--- src/rtl/sched_input_queue_pkg.sv ---
// Shared constants and helpers for the scheduler input path.
package sched_input_queue_pkg;

  localparam int unsigned DEF_DATA_WIDTH = 16;
  localparam int unsigned DEF_N_INPUTS   = 4;
  localparam int unsigned DEF_DEPTH      = 4;

  function automatic int unsigned ptr_width(input int unsigned depth);
    return $clog2(depth);
  endfunction

  function automatic int unsigned cnt_width(input int unsigned depth);
    return $clog2(depth) + 1;
  endfunction

  localparam int unsigned PTR_W = ptr_width(DEF_DEPTH);
  localparam int unsigned CNT_W = cnt_width(DEF_DEPTH);

  // Low bit of lane `lane` in a packed multi-lane bus.
  function automatic int unsigned lane_lo(input int unsigned lane, input int unsigned width);
    return lane * width;
  endfunction

endpackage

--- src/rtl/sched_input_queue_lane_fifo.sv ---
// Single-lane show-ahead FIFO; head word, valid and full are all registered.
module lane_fifo
  import sched_input_queue_pkg::*;
#(
  parameter int unsigned DATA_WIDTH = DEF_DATA_WIDTH,
  parameter int unsigned DEPTH      = DEF_DEPTH
) (
  input  logic                  clk,
  input  logic                  rst,
  input  logic                  push,
  input  logic [DATA_WIDTH-1:0] din,
  input  logic                  pop,
  output logic [DATA_WIDTH-1:0] dout,
  output logic                  valid,
  output logic                  full,
  output logic                  ovf
);

  localparam int unsigned PW = ptr_width(DEPTH);
  localparam int unsigned CW = cnt_width(DEPTH);

  logic [DATA_WIDTH-1:0] mem [DEPTH];
  logic [PW-1:0]         wr_ptr, rd_ptr, wr_nxt, rd_nxt;
  logic [CW-1:0]         cnt, cnt_nxt;
  logic [DATA_WIDTH-1:0] head_nxt;
  logic                  do_push, do_pop, ovf_nxt;

  // Next-state: a full lane still accepts a push when it is popped the same cycle.
  always_comb begin
    do_pop   = pop && (cnt != '0);
    do_push  = push && (!full || pop);
    cnt_nxt  = cnt;
    wr_nxt   = wr_ptr;
    rd_nxt   = rd_ptr;
    ovf_nxt  = ovf | (push & ~do_push);
    head_nxt = '0;
    if (do_push && !do_pop) begin
      cnt_nxt = cnt + CW'(1);
    end else if (!do_push && do_pop) begin
      cnt_nxt = cnt - CW'(1);
    end
    if (do_push) begin
      wr_nxt = wr_ptr + PW'(1);
    end
    if (do_pop) begin
      rd_nxt = rd_ptr + PW'(1);
    end
    // The new head is the incoming word when it lands on the next read slot.
    if (cnt_nxt == '0) begin
      head_nxt = '0;
    end else if (do_push && (rd_nxt == wr_ptr)) begin
      head_nxt = din;
    end else begin
      head_nxt = mem[rd_nxt];
    end
  end

  always_ff @(posedge clk) begin
    if (!rst) begin
      cnt    <= '0;
      wr_ptr <= '0;
      rd_ptr <= '0;
      dout   <= '0;
      valid  <= 1'b0;
      full   <= 1'b0;
      ovf    <= 1'b0;
    end else begin
      cnt    <= cnt_nxt;
      wr_ptr <= wr_nxt;
      rd_ptr <= rd_nxt;
      dout   <= head_nxt;
      valid  <= (cnt_nxt != '0);
      full   <= (cnt_nxt == CW'(DEPTH));
      ovf    <= ovf_nxt;
    end
  end

  // Storage is not reset; it is only observable through the registered head.
  always_ff @(posedge clk) begin
    if (rst && do_push) begin
      mem[wr_ptr] <= din;
    end
  end

endmodule

--- src/rtl/sched_input_queue.sv ---
// Per-lane input FIFOs feeding the scheduler; top level only packs the lane buses.
module sched_input_queue
  import sched_input_queue_pkg::*;
#(
  parameter int unsigned DATA_WIDTH = DEF_DATA_WIDTH,
  parameter int unsigned N_INPUTS   = DEF_N_INPUTS,
  parameter int unsigned DEPTH      = DEF_DEPTH
) (
  input  logic                           clk,
  input  logic                           rst,
  input  logic [N_INPUTS-1:0]            push,
  input  logic [N_INPUTS*DATA_WIDTH-1:0] data_in,
  input  logic [N_INPUTS-1:0]            pop,
  output logic [N_INPUTS*DATA_WIDTH-1:0] r_out,
  output logic [N_INPUTS-1:0]            valid,
  output logic [N_INPUTS-1:0]            full,
  output logic [N_INPUTS-1:0]            ovf
);

  for (genvar i = 0; i < N_INPUTS; i++) begin : g_lane
    lane_fifo #(
      .DATA_WIDTH (DATA_WIDTH),
      .DEPTH      (DEPTH)
    ) u_fifo (
      .clk   (clk),
      .rst   (rst),
      .push  (push[i]),
      .din   (data_in[lane_lo(i, DATA_WIDTH) +: DATA_WIDTH]),
      .pop   (pop[i]),
      .dout  (r_out[lane_lo(i, DATA_WIDTH) +: DATA_WIDTH]),
      .valid (valid[i]),
      .full  (full[i]),
      .ovf   (ovf[i])
    );
  end

endmodule

--- config.mk ---
export PLATFORM = sky130hd
export DESIGN_NAME = sched_input_queue
export DESIGN_NICKNAME = d
export VERILOG_FILES = /design/src/rtl/sched_input_queue_pkg.sv /design/src/rtl/sched_input_queue_lane_fifo.sv /design/src/rtl/sched_input_queue.sv
export SDC_FILE = /design/constraint.sdc
export NUM_CORES = 1
export LEC_CHECK = 0
export ABC_CLOCK_PERIOD_IN_PS = 2500
export BUFFER_PORTS_ARGS = -buffer_cell sky130_fd_sc_hd__buf_2
export CAP_MARGIN = 20
export CORE_MARGIN = 3
export CORE_UTILIZATION = 45
export DETAILED_ROUTE_END_ITERATION = 8
export GPL_TIMING_DRIVEN = 0
export PLACE_DENSITY = 0.67
export SYNTH_ARGS = -nofsm -noshare
export SYNTH_HDL_FRONTEND = slang
export SYNTH_SLANG_ARGS = --single-unit
export TNS_END_PERCENT = 10
--- constraint.sdc ---
create_clock -name clk -period 2.5 [get_ports clk]
set_input_delay 0.5 -clock clk [delete_from_list [all_inputs] [get_ports clk]]
set_output_delay 0.5 -clock clk [all_outputs]
set_load 0.005 [all_outputs]
**Word level (Yosys, flattened, before mapping)**

Memories as Yosys holds them, arrays and structs flattened. A register that Yosys moved wholly into a read port is not among the register bits.
Index checks and enable logic that the tools add are counted.

- Register bits after elaboration: 40
- Bits in writable memories: 256
- Bits of input ports: 74
- Output and inout port bits: 76
- Word-level logic and storage cells: 133
- Memories kept: 4

Memories:

| memory | words | width | read ports | clocked after memory_dff | wr ports | RTL line | source |
|---|---|---|---|---|---|---|---|
| g_lane[0].u_fifo.mem | 4 | 16 | 1 | 1 | 1 | sched_input_queue_lane_fifo.sv:22 | `logic [DATA_WIDTH-1:0] mem [DEPTH];` |
| g_lane[1].u_fifo.mem | 4 | 16 | 1 | 1 | 1 | sched_input_queue_lane_fifo.sv:22 |  |
| g_lane[2].u_fifo.mem | 4 | 16 | 1 | 1 | 1 | sched_input_queue_lane_fifo.sv:22 |  |
| g_lane[3].u_fifo.mem | 4 | 16 | 1 | 1 | 1 | sched_input_queue_lane_fifo.sv:22 |  |

- $add $sub $neg: 16
- Equal/unequal tests: 4
- Multiplexer cells: 20
- Bitwise operators: 13
- Reduce and logical (&&, ||, !) cells: 52

Operator list:

| cell | number |
|---|---|
| 2-to-1 mux 3 bit | 8 |
| nonzero test 3 bit | 8 |
| logical AND 1 bit | 20 |
| adder 2 x 1 -> 2 bit, second input constant | 8 |
| adder 3 x 1 -> 3 bit, second input constant | 4 |
| equality test 3 bit, second input constant | 4 |
| logical NOT 1 bit | 12 |
| logical NOT 3 bit | 4 |
| subtractor 3 x 1 -> 3 bit, second input constant | 4 |
| 2-to-1 mux 1 bit | 8 |
| 2-to-1 mux 2 bit | 4 |
| OR reduction 2 bit | 4 |
| inverter 1 bit | 5 |
| AND 1 bit | 4 |
| logical OR 1 bit | 4 |
| OR 1 bit | 4 |

**Depth between registers and ports, before layout**

- Word-level depth: 9
- Gate-level depth with buffers: 11
- Gate-level depth less buffers: 8

**Cells and area by module**

Synthesis repeated with hierarchy kept, for this count alone.

- Cell total of the unflattened synthesis: 1354
- Area total of the unflattened synthesis: 17148.9 um^2

Modules (own cells, without submodules):

| module | times used | cells an instance | area an instance (um^2) | sequential area each (um^2) |
|---|---|---|---|---|
| lane_fifo at g_lane[1].u_fifo ... | 2 | 339 | 4255.3 | 2442.3 |
| lane_fifo at g_lane[3].u_fifo | 1 | 375 | 4365.4 | 2442.3 |
| lane_fifo at g_lane[0].u_fifo | 1 | 301 | 4272.8 | 2442.3 |

**Least setup slack after synthesis**

OpenSTA, ideal clock, no wires.

- Path type: register -> register
- Start: register g_lane[3].u_fifo.cnt[0]
- End: register g_lane[3].u_fifo.dout[10] (read register of g_lane[3].u_fifo.mem)
- Setup time: 125 ps
- Data arrival time: 2124 ps
- Required time: 2375 ps
- Path slack: 251 ps
- Cell stages (with the launch flop): 11
- Path buffers: 2
- Clock period less this slack: 2249 ps
- Cell sequence: dfxtp_1 > inv_1 > ha_1 > ha_1 > nor2b_4 > buf_6 > mux2i_1 > nand3_1 > o31ai_4 > buf_4 > a211oi_2

- Cells in the longest elaborated chain, start to end: 7
- Elaborated cells on any way between the ends: 12
- Those cells by class: add/sub: 2; mux: 3; reduce/logical: 7

Ends and longest elaborated chain:

| element | RTL line | source |
|---|---|---|
| from (decl) | sched_input_queue_lane_fifo.sv:24 | `logic [CW-1:0] cnt, cnt_nxt;` |
| from (signal assigned) | sched_input_queue_lane_fifo.sv:68 | `cnt <= cnt_nxt;` |
| parallel branches: the longest is 7 deep, another holds subtractor 3 x 1 -> 3 bit | n/a |  |
| to (decl) | sched_input_queue_lane_fifo.sv:13 | `output logic [DATA_WIDTH-1:0] dout,` |

Parallel ways; which one is timed is not known.
A chain may end at the register's enable or synchronous reset.

**Worst setup path in the final report**

- Start: register g_lane[2].u_fifo.cnt[0]
- End: register g_lane[2].u_fifo.dout[9] (read register of g_lane[2].u_fifo.mem)

- Cells in the longest elaborated chain, start to end: 7
- Elaborated cells on any way between the ends: 12
- Those cells by class: add/sub: 2; mux: 3; reduce/logical: 7

Ends and longest elaborated chain:

| element | RTL line |
|---|---|
| from (decl) | sched_input_queue_lane_fifo.sv:24 |
| from (signal assigned) | sched_input_queue_lane_fifo.sv:68 |
| parallel branches: the longest is 7 deep, another holds subtractor 3 x 1 -> 3 bit | n/a |
| to (decl) | sched_input_queue_lane_fifo.sv:13 |

Parallel ways; which one is timed is not known.

==> results by group <==
CTS
  • CTS tree: built
  • Clk sink count: 360
  • Clk Latency, worst-skew pair: 550 ps
  • Clock slew at reported path FFs: 70 ps
  • Hold_buf cts: 0
  • TritonCTS buffer count: 39
  • Clock Tree Root: clkbuf_16
  • H-tree depth: 2
  • Clock buffer depth: 3

Worst setup path
  • Top Family by Delay on Critical Path: compound AO/OA/AOI/OAI gates
  • WP depth: 9
  • CP endpoint kind: flop
  • Crit path max fanout: 10
  • Worst Path Class, Setup: reg -> reg
  • Max incr delay on CP: 530 ps
  • Required time of the critical path: 2930 ps
  • CP Data Arrival Time: 2910 ps
  • Critical-path cell list: inv_1, ha_1, ha_4, xor2_1, o32ai_1, o2111ai_2, o31ai_4, buf_6, a211oi_2
  • CP bufs+invs: 2
  • Number of cells on the worst reg-to-reg path: 9
  • Startpoint types: flop
  • Slowest cell on crit path: o31ai_4

Timing
  • Min Tclk post-route: 2480 ps
  • Slew HR: 33.2%
  • Clk_skew: 10.4 ps
  • Setup Viol. Count Final: 0
  • Final WS setup: 15.5 ps
  • Fmax: 402 MHz
  • Unrepaired setup endpoints after global routing: yes
  • Fin Setup TNS: 0 ps
  • Tcrit/Tclk final: 99.4%
  • Final Hold Vio Count: 0
  • Final Slew Violations: 0
  • Actual slew at the worst max-slew pin: 1000 ps

Route
  • Post-DRT Antenna Nets: 0
  • Drt pass-1 iters: 6
  • Vias per cell: 6.01
  • Drt drc: 0
  • Routed len/inst: 21.2 um
  • Via count: 11800
  • DRT iter0 DRCs: 895
  • DRT Wirelength: 41700 um

Synthesis
  • Synthesis-stage register bit count: 360
  • Synth top area share: 46.6%
  • Synth unique cells: 68
  • Top cell type by total area after synthesis: edfxtp_1
  • Most numerous cell in the Yosys netlist: edfxtp_1
  • Post-Syn Nets: 1370
  • Synthesis Warnings: 0
  • Mean Syn Cell Area: 13.0 um2
  • Post-synthesis async set-or-reset flop share: 0%
  • Ys flop type: edfxtp_1
  • Synthesized area: 16500 um2
  • Post-synthesis sequential area ratio: 59.3%
  • Syn Inst Count: 1268
  • Top cells by count, synth: edfxtp_1 (256), dfxtp_1 (104), o221ai_1 (96)
  • Synth top area cells: edfxtp_1 (47%), dfxtp_1 (13%), o221ai_1 (5.1%)
  • Post-synth EDFFs: 256

Power and ir drop
  • Leakage: 7.15 nW
  • Peak supply drop: 0.000715 V
  • Total Power: 21.3 mW
  • Cell Pwr Density: 1090 nW/um2

Global route
  • Gr usage total: 21.1%
  • Pin count of the biggest net entering global routing: 17
  • First-pass GRT wire length: 65100 um
  • Antenna violations before repair: 2
  • Global route overflow: 0
  • Vias in the first global route: 12000

Floorplanning
  • Initial core utilization: 46.0%
  • Die area: 39000 um2
  • Row cnt: 69
  • Die H: 197 um
  • Core Area: 35800 um2
  • IO Pins: 150
  • DIE WIDTH: 197 um

Layout
  • Share of cells above drive strength 1: 30.4%
  • Nets: 1571
  • Core Util, Final: 54.4%
  • Synthesis-to-finish area growth: 18.2%

Place
  • Final HPWL DP: 26700 um
  • # port buffers: 149
  • Worst slack at placement: -844 ps
  • GPL Wtd Cong: 0.798

Min path
  • Hold crit path type: in -> reg
  • Hold Path Stages: 1

Status
  • Outcome: finished, final reports clean

Run
  • Number of max-cap violations: 0
path summary, 6_finish.rpt:
check / end / slack [ps] / startpoint
worst max-delay path: g_lane[2].u_fifo.dout[9] / 20 / g_lane[2].u_fifo.cnt[0]
worst min-delay path: g_lane[1].u_fifo.mem[2][6] / 180 / data_in[22]
worst min register to register: g_lane[2].u_fifo.ovf / 480 / g_lane[2].u_fifo.ovf
worst max register to register: g_lane[2].u_fifo.dout[9] / 20 / g_lane[2].u_fifo.cnt[0]
per-stage QoR:
| step | area (um2) | instances | hold WS [ps] |
|---|---|---|---|
| floorplan | 16500 | 1268 | 438 |
| global placement | 17800 | 1878 | 459 |
| detailed placement | 17800 | 1878 | 463 |
| CTS | 19200 | 1954 | 147 |
| global route | 19500 | 1961 | 165 |
| finish | 19500 | 1961 | 182 |
layout by cell type (no fill, tap or decap), types with 21 or more instances in the layout:
| master | instances |
|---|---|
| clkbuf_1 | 45 |
| buf_2 | 173 |
| a211oi_2 | 35 |
| mux2_2 | 57 |
| a21oi_1 | 21 |
| and2_1 | 23 |
| o31ai_1 | 48 |
| ha_1 | 25 |
| dfxtp_1 | 97 |
| nor3_1 | 53 |
| edfxtp_1 | 256 |
| a211oi_1 | 22 |
| o221ai_1 | 96 |
| inv_1 | 46 |
| or3_1 | 49 |
| a22o_1 | 48 |
| nor2_1 | 29 |
| buf_4 | 31 |
| clkbuf_16 | 41 |
repair_timing:
item                                    CTS  global route
setup buffers                             5             9
resized for setup                        21            62
gates cloned                              0             0
pin swaps                                 5             8
endpoints found under the setup margin   77            82
endpoints found under the hold margin     0             0
cell families (layout without fill, tap and decap cells):
logic type | count (synthesis) | after routing | share of synthesized area, %
flip-flops | 360 | 360 | 59.3
AO/OA/AOI/OAI | 359 | 359 | 18.7
AND/OR/NAND/NOR | 263 | 263 | 9.02
buffers and inverters | 169 | 400 | 5.06
multiplexers | 67 | 67 | 4.50
adder cells (fa/ha/maj) | 28 | 28 | 2.12
XOR/XNOR | 22 | 22 | 1.31
other | 0 | 1 | 0
power by group:
group | switching, mW | internal, mW | total (mW)
registers | 0.266 | 7.12 | 7.38
logic | 4.66 | 3.37 | 8.03
clock network | 2.34 | 3.57 | 5.91
total | 7.27 | 14.1 | 21.3
area by class of cell:
class,instances,area (um2)
plain buffers,116,713
repair buffers,163,867
well taps,461,577
flip-flops and latches,360,9780
clock inverters,16,215
clock buffers,55,1090
fillers,2975,16300
inverters,50,188
diodes,1,2.50
multi-input cells,739,6060
registers in the layout, indices dropped and copies added (netlist names):
name,cells
g_lane.u_fifo.ovf,4
g_lane.u_fifo.dout,64
g_lane.u_fifo.cnt,12
g_lane.u_fifo.rd_ptr,8
g_lane.u_fifo.valid,4
g_lane.u_fifo.mem,256
g_lane.u_fifo.wr_ptr,8
g_lane.u_fifo.full,4
routing by layer:
metal	vias up	GRT usage (%)	wire, um
met5	-	0	18
met1	5809	28.1	17700
li1	5431	-	-
met4	2	8.74	1310
met2	445	34.6	20000
met3	99	3.48	2650
(Power assumes the default switching activity.)
